[src/rtl/hornet_com_rx.sv]
// rtl/hornet_com_rx.sv - hornet link target: 4-phase req/ack capture into a FIFO drained by a rd_req/rd_ack port
// Optional build macro HORNET_COM_RX_SYNC_EN adds a 2-flop synchroniser on t_com_req.
module hornet_com_rx #(
    parameter int DW    = 18,
    parameter int DEPTH = 4
) (
    input  logic                     clk,
    input  logic                     reset,
    input  logic [DW-1:0]            t_com_dat,
    input  logic                     t_com_req,
    output logic                     t_com_ack,
    input  logic                     rd_req,
    output logic                     rd_ack,
    output logic [DW-1:0]            rd_dat,
    output logic [$clog2(DEPTH):0]   level
);

    localparam int AW = $clog2(DEPTH);
    localparam int LW = AW + 1;
    localparam logic [LW-1:0] FULL = LW'(DEPTH);

    typedef enum logic {IDLE, HOLD} link_state_t;

    link_state_t     state;
    logic            req_s;
    logic [AW-1:0]   wr_ptr;
    logic [AW-1:0]   rd_ptr;
    logic [DW-1:0]   mem [DEPTH];
    logic            push;
    logic            pop;

`ifdef HORNET_COM_RX_SYNC_EN
    logic req_meta;
    logic req_sync;

    always_ff @(posedge clk or posedge reset) begin
        if (reset) begin
            req_meta <= 1'b0;
            req_sync <= 1'b0;
        end else begin
            req_meta <= t_com_req;
            req_sync <= req_meta;
        end
    end

    assign req_s = req_sync;
`else
    assign req_s = t_com_req;
`endif

    // A full FIFO leaves the link un-acked so the neighbour stalls instead of losing a word.
    assign push = (state == IDLE) && req_s && (level != FULL);
    assign pop  = rd_req && (level != '0) && !rd_ack;

    always_ff @(posedge clk or posedge reset) begin
        if (reset) begin
            state     <= IDLE;
            t_com_ack <= 1'b0;
            wr_ptr    <= '0;
        end else begin
            case (state)
                IDLE: begin
                    if (push) begin
                        wr_ptr    <= wr_ptr + AW'(1);
                        t_com_ack <= 1'b1;
                        state     <= HOLD;
                    end
                end
                HOLD: begin
                    if (!req_s) begin
                        t_com_ack <= 1'b0;
                        state     <= IDLE;
                    end
                end
                default: begin
                    t_com_ack <= 1'b0;
                    state     <= IDLE;
                end
            endcase
        end
    end

    always_ff @(posedge clk) begin
        if (push) begin
            mem[wr_ptr] <= t_com_dat;
        end
    end

    always_ff @(posedge clk or posedge reset) begin
        if (reset) begin
            rd_ptr <= '0;
            rd_ack <= 1'b0;
            rd_dat <= '0;
            level  <= '0;
        end else begin
            rd_ack <= pop;
            if (pop) begin
                rd_dat <= mem[rd_ptr];
                rd_ptr <= rd_ptr + AW'(1);
            end
            case ({push, pop})
                2'b10:   level <= level + LW'(1);
                2'b01:   level <= level - LW'(1);
                default: level <= level;
            endcase
        end
    end

endmodule

[config.mk]
export PLATFORM = sky130hd
export DESIGN_NAME = hornet_com_rx
export DESIGN_NICKNAME = d
export VERILOG_FILES = /design/src/rtl/hornet_com_rx.sv
export SDC_FILE = /design/constraint.sdc
export NUM_CORES = 1
export LEC_CHECK = 0
export CELL_PAD_IN_SITES_DETAIL_PLACEMENT = 0
export CELL_PAD_IN_SITES_GLOBAL_PLACEMENT = 1
export CORE_MARGIN = 2
export CORE_UTILIZATION = 48
export CTS_CLUSTER_DIAMETER = 60
export DETAILED_ROUTE_END_ITERATION = 6
export HOLD_SLACK_MARGIN = 0.06
export MAX_ROUTING_LAYER = met4
export PLACE_DENSITY = 0.76
export SLEW_MARGIN = 20
export SYNTH_ARGS = -nofsm -noshare
export SYNTH_HDL_FRONTEND = slang
export SYNTH_SLANG_ARGS = --single-unit
[constraint.sdc]
create_clock -name clk -period 2.65 [get_ports clk]
set_clock_uncertainty 0.2 [all_clocks]
set_input_delay 0.53 -clock clk [delete_from_list [all_inputs] [get_ports clk]]
set_output_delay 0.53 -clock clk [all_outputs]
set_load 0.005 [all_outputs]
==> summary.md <==
| Metric | Value |
|---|---|
| Ys Warns | `0` |
| Post-Synthesis Cell Area | `0.00388 mm^2` |
| Status | `finished clean` |
| Slew Limit Fails | `0` |
| Die Wd | `93.9 um` |
| Root Buffer | `clkbuf_8` |
| PostCTS Resize Cnt | `0` |
| DR WL/cell | `17.0 um` |
| Sum Neg Setup Slack | `0 ps` |
| GR peak layer | `met2` |
| Final hold violation count | `0` |
| Maximum clock insertion buffer count | `2` |
| Most frequent cells in the layout | `edfxtp_1, clkdlybuf4s50_1, dfrtp_1` |
| Hold Crit Depth | `1` |
| Max cap viols | `0` |
| Pre-CTS WS | `103 ps` |
| CTS Hold Bufs | `0` |
| CTS Sinks | `100` |
| Fmax | `422 MHz` |
| Synth Instances | `177` |
| Share of layout cells above drive strength 1 | `27.5%` |
| Post-synth cell types | `21` |
| CTS tree | `yes` |
| Yosys reg bits | `100` |
| Delay-heaviest family, CP | `simple AND/OR/NAND/NOR gates` |
| Register area share after synthesis | `73.9%` |
| Initial antenna violation count | `0` |
| Core Util, Final | `60.8%` |
| Pin count of the biggest net entering global routing | `29` |
| Postcts setup bufs | `0` |
| # setup viols final | `0` |
| Post-layout nets | `267` |
| Worst r2r path cells | `9` |
| Critical path required time | `2720 ps` |
| Core area | `0.00777 mm^2` |
| Syn_area_per_cell | `21.9 um^2` |
| Worst VDD drop | `407 uV` |
| Power Density | `1020 mW/mm^2` |
| Crit path launch type | `flip-flop` |
| Worst-path clk slew | `80 ps` |
| CP Data Arrival Time | `2440 ps` |
| Die H | `93.9 um` |
| Crit-path slowest cell | `dfrtp_1` |
| Bufs and invs on worst path | `2` |
| Met3 Use GR | `4.98%` |
| H-tree Lvls | `3` |
| Pleak | `0.00175 uW` |
| GRT overflow | `0` |
| Residual DRC | `0` |
| Worst slew margin | `73.0%` |
| Crit Path Max Fanout | `5` |
| GR Layer Usage met2 | `25.6%` |
| Hold WC Path Type | `reg2reg` |
| Vias in the first global route | `1918` |
| Post-DP HPWL | `3810 um` |
| RSZ-0062 raised after global routing | `false` |
| First-pass GRT wire length | `9800 um` |
| P&R area growth vs syn | `21.9%` |
| Global Route met1 Usage | `19.5%` |
| Tot GR Track Use | `15.8%` |
| Starting Density | `49.9%` |
| CP endpoint kind | `flip-flop` |
| Syn Nets | `205` |
| WL final | `5900 um` |
| Most common cell after layout, fill and taps aside | `edfxtp_1` |
| Rows | `32` |
| Total power | `4830 uW` |
| Final WS setup | `279 ps` |
| GPL Wtd Cong | `0.693` |
| CTS Buf Count | `9` |
| Kind of critical path | `reg2reg` |
| Worst Max-Slew Pin Slew | `405 ps` |
| Via-per-instance ratio | `5.09` |
| Vias | `1760` |
| Port Buffer Count | `44` |
| Die area | `0.00881 mm^2` |
| Post-route ant nets | `0` |
| Final min period | `2370 ps` |
| Levels on crit path | `9` |
| DR iter-0 viols | `64` |
| Max incr delay on CP | `440 ps` |
| Post-route clock period utilization | `89.5%` |
| I/O Pins | `45` |
| Clk_lat worst skew | `350 ps` |
| Number of diodes | `0` |
| Drt first pass iters | `4` |
| CP cell instances | `or3b_1 > nor3b_4 > inv_1 > ha_1 > inv_1 > fa_1 > xor2_1 > nor2_1 > xor2_1` |
[report_power, final]
| part | internal [uW] | switching, uW |
|---|---|---|
| combinational | 1030 | 598 |
| clock | 517 | 471 |
| sequential | 2040 | 174 |
[flip-flops by register name, summed over array words and instances (netlist names)]
name and flops:
level 3, mem 72, rd_ack 1, rd_dat 18, rd_ptr 2, state 1
t_com_ack 1, wr_ptr 2
[cell families (layout without fill, tap and decap cells)]
logic type / count (synthesis) / in the layout / synth area share (%)
multiplexers: 38 / 38 / 18.1
buffers and inverters: 14 / 81 / 2.00
AO/OA/AOI/OAI: 1 / 1 / 0.226
flip-flops: 100 / 100 / 73.9
AND/OR/NAND/NOR: 12 / 12 / 2.36
adder cells (fa/ha/maj): 6 / 6 / 2.13
XOR/XNOR: 6 / 6 / 1.36
[synth_stat cells (all sizes together)]
| cell | number | share of area [%] |
|---|---|---|
| dfrtp | 28 | 18 |
| or3b | 1 | 0.23 |
| nor3 | 1 | 0.13 |
| mux4 | 18 | 10 |
| nor4bb | 1 | 0.26 |
| mux2 | 19 | 7.4 |
| xor2 | 4 | 0.90 |
| buf | 6 | 1.2 |
| inv | 8 | 0.77 |
| nor2 | 3 | 0.29 |
| fa | 1 | 0.52 |
| nor3b | 2 | 0.81 |
| a2bb2oi | 1 | 0.23 |
| edfxtp | 72 | 56 |
| ha | 5 | 1.6 |
| mux2i | 1 | 0.26 |
| and2 | 4 | 0.65 |
| xnor2 | 2 | 0.45 |
[per-stage QoR]
stage | cells | area (um^2) | hold slack [ps]
finish | 346 | 4730 | 314
global route | 346 | 4730 | 335
CTS | 346 | 4730 | 324
detailed placement | 330 | 4510 | 297
global placement | 330 | 4510 | 297
floorplan | 177 | 3880 | 296
[per-layer routing]
layer / vias to the layer above / share of wire (%) / routed length, um
met1: 921 / 44 / 2580
met5: - / 0 / 0
met2: 32 / 52 / 3080
met3: 2 / 3.7 / 216
li1: 805 / - / -
met4: 0 / 0.29 / 17
[worst paths after layout]
path,startpoint,slack [ps],to
max reg2reg,level[0]$_DFFE_PP0P_,280,level[2]$_DFFE_PP0P_
min in group asynchronous,reset,360,rd_dat[9]$_DFFE_PP0P_
max in group asynchronous,reset,1610,rd_dat[13]$_DFFE_PP0P_
min,rd_dat[0]$_DFFE_PP0P_,310,rd_dat[0]$_DFFE_PP0P_
min reg2reg,rd_dat[0]$_DFFE_PP0P_,310,rd_dat[0]$_DFFE_PP0P_
max,level[0]$_DFFE_PP0P_,280,level[2]$_DFFE_PP0P_
[area by class of cell]
| cell class | instances | area (um^2) |
|---|---|---|
| fill | 585 | 3040 |
| sequential | 100 | 2860 |
| multi-input combinational | 63 | 942 |
| timing repair buffer | 57 | 551 |
| clock buffer | 13 | 169 |
| tap | 102 | 128 |
| clock inverter | 3 | 43.8 |
| inverter | 8 | 30.0 |
(Power assumes the default switching activity.)
